--- config.mk ---
export PLATFORM = sky130hd
export DESIGN_NAME = rgb_pwm_sequencer
export DESIGN_NICKNAME = d
export VERILOG_FILES = /design/src/rtl/rgb_pwm_sequencer.sv
export SDC_FILE = /design/constraint.sdc
export NUM_CORES = 1
export LEC_CHECK = 0
export ABC_CLOCK_PERIOD_IN_PS = 2000
export CORE_ASPECT_RATIO = 1.4
export CORE_MARGIN = 4
export CORE_UTILIZATION = 30
export DETAILED_ROUTE_END_ITERATION = 7
export PLACE_DENSITY = 0.5
export REMOVE_ABC_BUFFERS = 1
export SYNTH_ARGS = -nofsm -noshare
export SYNTH_HDL_FRONTEND = slang
export SYNTH_SLANG_ARGS = --single-unit
--- constraint.sdc ---
create_clock -name clk -period 2 [get_ports clk]
set_input_delay 0.2 -clock clk [delete_from_list [all_inputs] [get_ports clk]]
set_output_delay 0.2 -clock clk [all_outputs]
set_load 0.01 [all_outputs]
--- src/rtl/rgb_pwm_sequencer.sv ---
// rgb_pwm_sequencer
// RGB status-LED driver. It steps through NUM_STEPS colours at a programmable
// dwell rate and adds PWM brightness, a breathe (fade) mode, a fixed-colour
// hold mode, an off mode and a pause input. LED pins are active-low and
// registered.
module rgb_pwm_sequencer #(
    parameter int PWM_W     = 8,
    parameter int DWELL_W   = 24,
    parameter int NUM_STEPS = 8
) (
    input  logic               clk,
    input  logic               rst,
    input  logic [1:0]         mode,
    input  logic [DWELL_W-1:0] dwell,
    input  logic [PWM_W-1:0]   brightness,
    input  logic [2:0]         color_sel,
    input  logic               pause,
    output logic               red_led,
    output logic               green_led,
    output logic               blue_led,
    output logic [2:0]         step,
    output logic               step_pulse
);

    localparam logic [1:0] MODE_STEP = 2'd0;
    localparam logic [1:0] MODE_FADE = 2'd1;
    localparam logic [1:0] MODE_HOLD = 2'd2;
    localparam logic [1:0] MODE_OFF  = 2'd3;

    localparam logic [2:0]         LAST_STEP = 3'(NUM_STEPS - 1);
    localparam logic [PWM_W-1:0]   PWM_ZERO  = {PWM_W{1'b0}};
    localparam logic [PWM_W-1:0]   PWM_ONE   = {{(PWM_W-1){1'b0}}, 1'b1};
    localparam logic [DWELL_W-1:0] DWELL_ZERO = {DWELL_W{1'b0}};
    localparam logic [DWELL_W-1:0] DWELL_ONE  = {{(DWELL_W-1){1'b0}}, 1'b1};

    typedef enum logic {
        FADE_UP   = 1'b0,
        FADE_DOWN = 1'b1
    } fade_st_t;

    logic [PWM_W-1:0]   pwm_cnt_r;
    logic [1:0]         mode_q_r;
    logic [DWELL_W-1:0] dwell_cnt_r;
    logic [DWELL_W-1:0] dwell_q_r;
    logic [PWM_W-1:0]   level_r;
    fade_st_t           fade_st_r;
    logic [2:0]         step_r;
    logic               step_pulse_r;
    logic               red_led_r;
    logic               green_led_r;
    logic               blue_led_r;

    logic               mode_chg_s;
    logic               tick_s;
    fade_st_t           fade_nxt_s;
    logic [PWM_W-1:0]   level_nxt_s;
    logic               fade_adv_s;
    logic               advance_s;
    logic [2:0]         colour_s;
    logic [PWM_W-1:0]   duty_s;
    logic [2:0]         step_nxt_s;

    assign mode_chg_s = (mode != mode_q_r);
    // A tick is the last cycle of a dwell period; pause freezes the timer.
    assign tick_s     = (~pause) & (dwell_cnt_r == dwell_q_r);
    assign step_nxt_s = (step_r == LAST_STEP) ? 3'd0 : (step_r + 3'd1);

    // Free-running PWM counter; it ignores pause and mode.
    always_ff @(posedge clk or posedge rst) begin
        if (rst) begin
            pwm_cnt_r <= PWM_ZERO;
        end else begin
            pwm_cnt_r <= pwm_cnt_r + PWM_ONE;
        end
    end

    // Mode register and dwell timer; a mode change restarts the dwell period.
    always_ff @(posedge clk or posedge rst) begin
        if (rst) begin
            mode_q_r    <= MODE_STEP;
            dwell_cnt_r <= DWELL_ZERO;
            dwell_q_r   <= DWELL_ZERO;
        end else if (mode_chg_s) begin
            mode_q_r    <= mode;
            dwell_cnt_r <= DWELL_ZERO;
            dwell_q_r   <= dwell;
        end else if (pause) begin
            mode_q_r    <= mode_q_r;
            dwell_cnt_r <= dwell_cnt_r;
            dwell_q_r   <= dwell_q_r;
        end else if (tick_s) begin
            mode_q_r    <= mode_q_r;
            dwell_cnt_r <= DWELL_ZERO;
            dwell_q_r   <= dwell;
        end else begin
            mode_q_r    <= mode_q_r;
            dwell_cnt_r <= dwell_cnt_r + DWELL_ONE;
            dwell_q_r   <= dwell_q_r;
        end
    end

    // Fade FSM state and level registers.
    always_ff @(posedge clk or posedge rst) begin
        if (rst) begin
            fade_st_r <= FADE_UP;
            level_r   <= PWM_ZERO;
        end else begin
            fade_st_r <= fade_nxt_s;
            level_r   <= level_nxt_s;
        end
    end

    // Fade FSM next state: ramp up to the live brightness, back down to zero, then advance.
    always_comb begin
        fade_nxt_s  = fade_st_r;
        level_nxt_s = level_r;
        fade_adv_s  = 1'b0;
        if (mode_chg_s) begin
            fade_nxt_s  = FADE_UP;
            level_nxt_s = PWM_ZERO;
        end else if ((mode_q_r == MODE_FADE) && tick_s) begin
            case (fade_st_r)
                FADE_UP: begin
                    if (level_r < brightness) begin
                        level_nxt_s = level_r + PWM_ONE;
                    end else begin
                        fade_nxt_s = FADE_DOWN;
                    end
                end
                FADE_DOWN: begin
                    if (level_r > PWM_ZERO) begin
                        level_nxt_s = level_r - PWM_ONE;
                    end else begin
                        fade_adv_s = 1'b1;
                        fade_nxt_s = FADE_UP;
                    end
                end
                default: begin
                    fade_nxt_s = FADE_UP;
                end
            endcase
        end else begin
            fade_nxt_s  = fade_st_r;
            level_nxt_s = level_r;
        end
    end

    // Per-mode outputs: step advance, displayed colour and PWM duty.
    always_comb begin
        advance_s = 1'b0;
        colour_s  = 3'b000;
        duty_s    = PWM_ZERO;
        if (mode_chg_s) begin
            advance_s = 1'b0;
        end else if ((mode_q_r == MODE_STEP) && tick_s) begin
            advance_s = 1'b1;
        end else begin
            advance_s = fade_adv_s;
        end
        case (mode_q_r)
            MODE_STEP: begin
                colour_s = step_r;
                duty_s   = brightness;
            end
            MODE_FADE: begin
                colour_s = step_r;
                duty_s   = level_r;
            end
            MODE_HOLD: begin
                colour_s = color_sel;
                duty_s   = brightness;
            end
            MODE_OFF: begin
                colour_s = 3'b000;
                duty_s   = PWM_ZERO;
            end
            default: begin
                colour_s = 3'b000;
                duty_s   = PWM_ZERO;
            end
        endcase
    end

    // Step index and its advance strobe; the strobe lines up with the new index.
    always_ff @(posedge clk or posedge rst) begin
        if (rst) begin
            step_r       <= 3'd0;
            step_pulse_r <= 1'b0;
        end else if (advance_s) begin
            step_r       <= step_nxt_s;
            step_pulse_r <= 1'b1;
        end else begin
            step_r       <= step_r;
            step_pulse_r <= 1'b0;
        end
    end

    // Registered active-low LED drives.
    always_ff @(posedge clk or posedge rst) begin
        if (rst) begin
            red_led_r   <= 1'b1;
            green_led_r <= 1'b1;
            blue_led_r  <= 1'b1;
        end else begin
            red_led_r   <= ~(colour_s[2] & (pwm_cnt_r < duty_s));
            green_led_r <= ~(colour_s[1] & (pwm_cnt_r < duty_s));
            blue_led_r  <= ~(colour_s[0] & (pwm_cnt_r < duty_s));
        end
    end

    assign red_led    = red_led_r;
    assign green_led  = green_led_r;
    assign blue_led   = blue_led_r;
    assign step       = step_r;
    assign step_pulse = step_pulse_r;

endmodule

==> results.toml <==
[timing]
worst_pin_slew_ns = 0.409
fmax_mhz = 449
finalCriticalPeriod_ns = 2.23
final_hold_viol_count = 0
layout_setup_ws_ns = -0.226
grt_setup_unrepaired = "yes"
setup_viol = 57
fin_worst_skew_ns = 0.00650
post-route-period-util = 1.11
final_max_slew_viol_count = 0
max-slew-margin-rel = 0.723
whs_ns = 0.154

[layout]
final_area_mm2 = 0.00627
nets = 604
syn_to_final_growth_pct = 50.0
drive_gt1_frac = 0.362
n_antenna_cell = 0

[detailed_routing]
final_antenna_net_count = 0
drc_errors = 0
drt_iter0_drc = 62
vias_per_cell = 4.67
wl_mm = 10.9
wl_per_cell_um = 15.1
first_pass_iters = 4
dr_total_vias = 3391

[worst_setup_path]
required_ns = 2.22
critPathSlowestCell = "dfrtp_1"
critPathArrivalTime_ns = 2.44
crit_family = "buffers and inverters"
cp-end-kind = "flip-flop"
path_buf_inv = 4
slowest_delay_ns = 0.39
worstPathMaxFanout = 5
worstPathCellList = "xor2_1 -> nor4_1 -> buf_4 -> nand4_1 -> buf_6 -> o21ai_4 -> buf_12 -> clkbuf_16 -> mux2_4"
start_kind = "flip-flop"
crit_type = "flip-flop to flip-flop"

[min_path]
hp-class = "primary input to async pin"

[yosys]
yosysUniqueCellTypes = 52
async_flop_share = 1.00
synth-seq-cells = 74
synth_edf_count = 0
yosysWarnings = 0
post-synth-top-count-cell = "dfrtp_1"
synthesis.area_mm2 = 0.00418
netlist.area_leader.share = 0.425
synth_common_cells = "71 x dfrtp_1, 47 x nor2_1, 39 x xor2_1"
synthCells = 385
synth_top_area_cell = "dfrtp_1"
ys.flop_type = "dfrtp_1"
yosysSeqAreaShare = 0.444
synth.avg_cell_area_um2 = 10.9
synth.area.top_cells = "dfrtp_1 43%, xor2_1 8.2%, mux2_2 7.3%, ha_1 7.2%, nor2_1 4.2%"

[run_status]
run_status = "complete, but fails checks"
violations = "negative setup slack"

[job]
cap_violations = 0

[clock_tree]
cts_sinks = 74
clk_latency_ns = 0.33
clkSlewWorstSetupHoldPaths_ns = 0.06
numCtsBuffers = 9
ctsHoldBuffers = 0
cts_tree = "done"
htree_num_levels = 3
cts_root_buffer = "clkbuf_16"
clock_tree.buffer_depth = 2

[grt]
track_usage = 0.143
grt_pass1_wl_mm = 17.8
antenna_found_initial = 0
grt_max_degree = 60
grt_pass1_vias = 3717
grt_overflow_total = 0

[power_and_ir_drop]
vdd_drop_max_mv = 0.395
leakagePower_nw = 2.91
cellPowerDensity_mw_per_mm2 = 601

[floorplan]
die_area_mm2 = 0.0159
initial_core_util = 0.309
die_w_um = 108
core_area_mm2 = 0.0135
io_pins = 47
rows = 50
fp.dieH_um = 148

[placed_design]
globalplace.congestion = 0.843
io_buffers = 46
place_hpwl_mm = 7.87
placed_area_mm2 = 0.00547
==> layout by cell type, fill, tap and decap left out, drive strengths merged, types with 2 or more instances in the layout <==
| cell type | netlist | final |
|---|---|---|
| nor4b | 2 | 2 |
| inv | 17 | 18 |
| o311ai | 2 | 2 |
| ha | 24 | 24 |
| buf | 7 | 105 |
| o21ai | 6 | 6 |
| clkdlybuf4s50 | 0 | 46 |
| nor4 | 7 | 7 |
| nand3 | 13 | 13 |
| a21o | 3 | 3 |
| mux2 | 32 | 32 |
| mux2i | 3 | 3 |
| and2 | 2 | 2 |
| xnor2 | 20 | 20 |
| nand4 | 5 | 5 |
| and3 | 4 | 4 |
| nor3 | 8 | 8 |
| nand2 | 21 | 21 |
| xor2 | 40 | 40 |
| a22oi | 6 | 6 |
| a31oi | 2 | 2 |
| dfrtp | 71 | 71 |
| nor2b | 2 | 2 |
| o211ai | 2 | 2 |
| clkbuf | 2 | 11 |
| dfstp | 3 | 3 |
| a21oi | 9 | 9 |
| nor2 | 47 | 47 |
| and4 | 7 | 7 |
| clkinvlp | 0 | 3 |
| a22o | 3 | 3 |
==> per-stage QoR <==
step / power, mW / util / worst slack (ns) / TNS, ns / std cells
after floorplan: 1.85 / - / -0.696 / -33.14 / 376
after global placement: 2.09 / 0.405 / -0.544 / -13.69 / 689
after detailed placement: 2.10 / 0.405 / -0.660 / -17.08 / 689
after CTS: 3.79 / 0.451 / -0.235 / -8.73 / 718
after global routing: 3.97 / 0.464 / -0.358 / -15.52 / 726
final: 3.77 / 0.464 / -0.226 / -7.25 / 726
==> cells by family (layout without fill, tap and decap cells) <==
group           after synthesis  in the layout  synth area share
compound gates               41             41            0.0700
xor+xnor                     60             60             0.128
fa+ha+maj                    25             25            0.0766
buf+inv                      26            185            0.0326
flops                        74             74             0.444
mux                          35             35            0.0979
simple gates                124            124             0.151
==> what timing repair did <==
item,CTS,global route
setup buffers,12,9
resized for setup,38,34
gates cloned,1,1
pin swaps,18,12
setup endpoints to repair,62,63
==> sequential cells by signal, indices dropped and copies added (netlist names) <==
register	count
dwell_cnt_r	24
dwell_q_r	24
level_r	8
pwm_cnt_r	8
step	3
mode_q_r	2
blue_led	1
fade_st_r	1
green_led	1
red_led	1
step_pulse	1
==> final cells by class <==
type | instances | area (um2)
tap | 182 | 228
multi-input combinational | 285 | 2470
sequential | 74 | 1860
fill | 1305 | 7240
inverter | 17 | 63.8
clock inverter | 6 | 66.3
timing repair buffer | 152 | 1360
clock buffer | 10 | 229
==> worst paths after layout <==
| check | start | to | slack [ns] | cells past startpoint |
|---|---|---|---|---|
| max | dwell_q_r[8] | dwell_q_r[18] | -0.23 | 9 |
| min | rst | step_pulse | 0.15 | 2 |
| min reg2reg | pwm_cnt_r[0] | pwm_cnt_r[0] | 0.49 | 1 |
| min in group clk | mode[1] | mode_q_r[1] | 0.40 | 1 |
| max reg2reg | dwell_q_r[8] | dwell_q_r[18] | -0.23 | 9 |
| max in group asynchronous | rst | fade_st_r | 1.18 | 3 |
==> layer usage <==
layer	vias up	GRT usage	share of wire
met1	1651	0.154	0.39
li1	1660	-	-
met3	22	0.0315	0.031
met4	0	0.0651	0.036
met2	58	0.263	0.55
met5	-	0	0
==> power by group <==
| part | internal (mW) | switching (mW) |
|---|---|---|
| Clock | 0.968 | 0.630 |
| Combinational | 0.327 | 0.237 |
| Sequential | 1.56 | 0.0460 |
No activity file was read; power rests on OpenSTA's default activity.
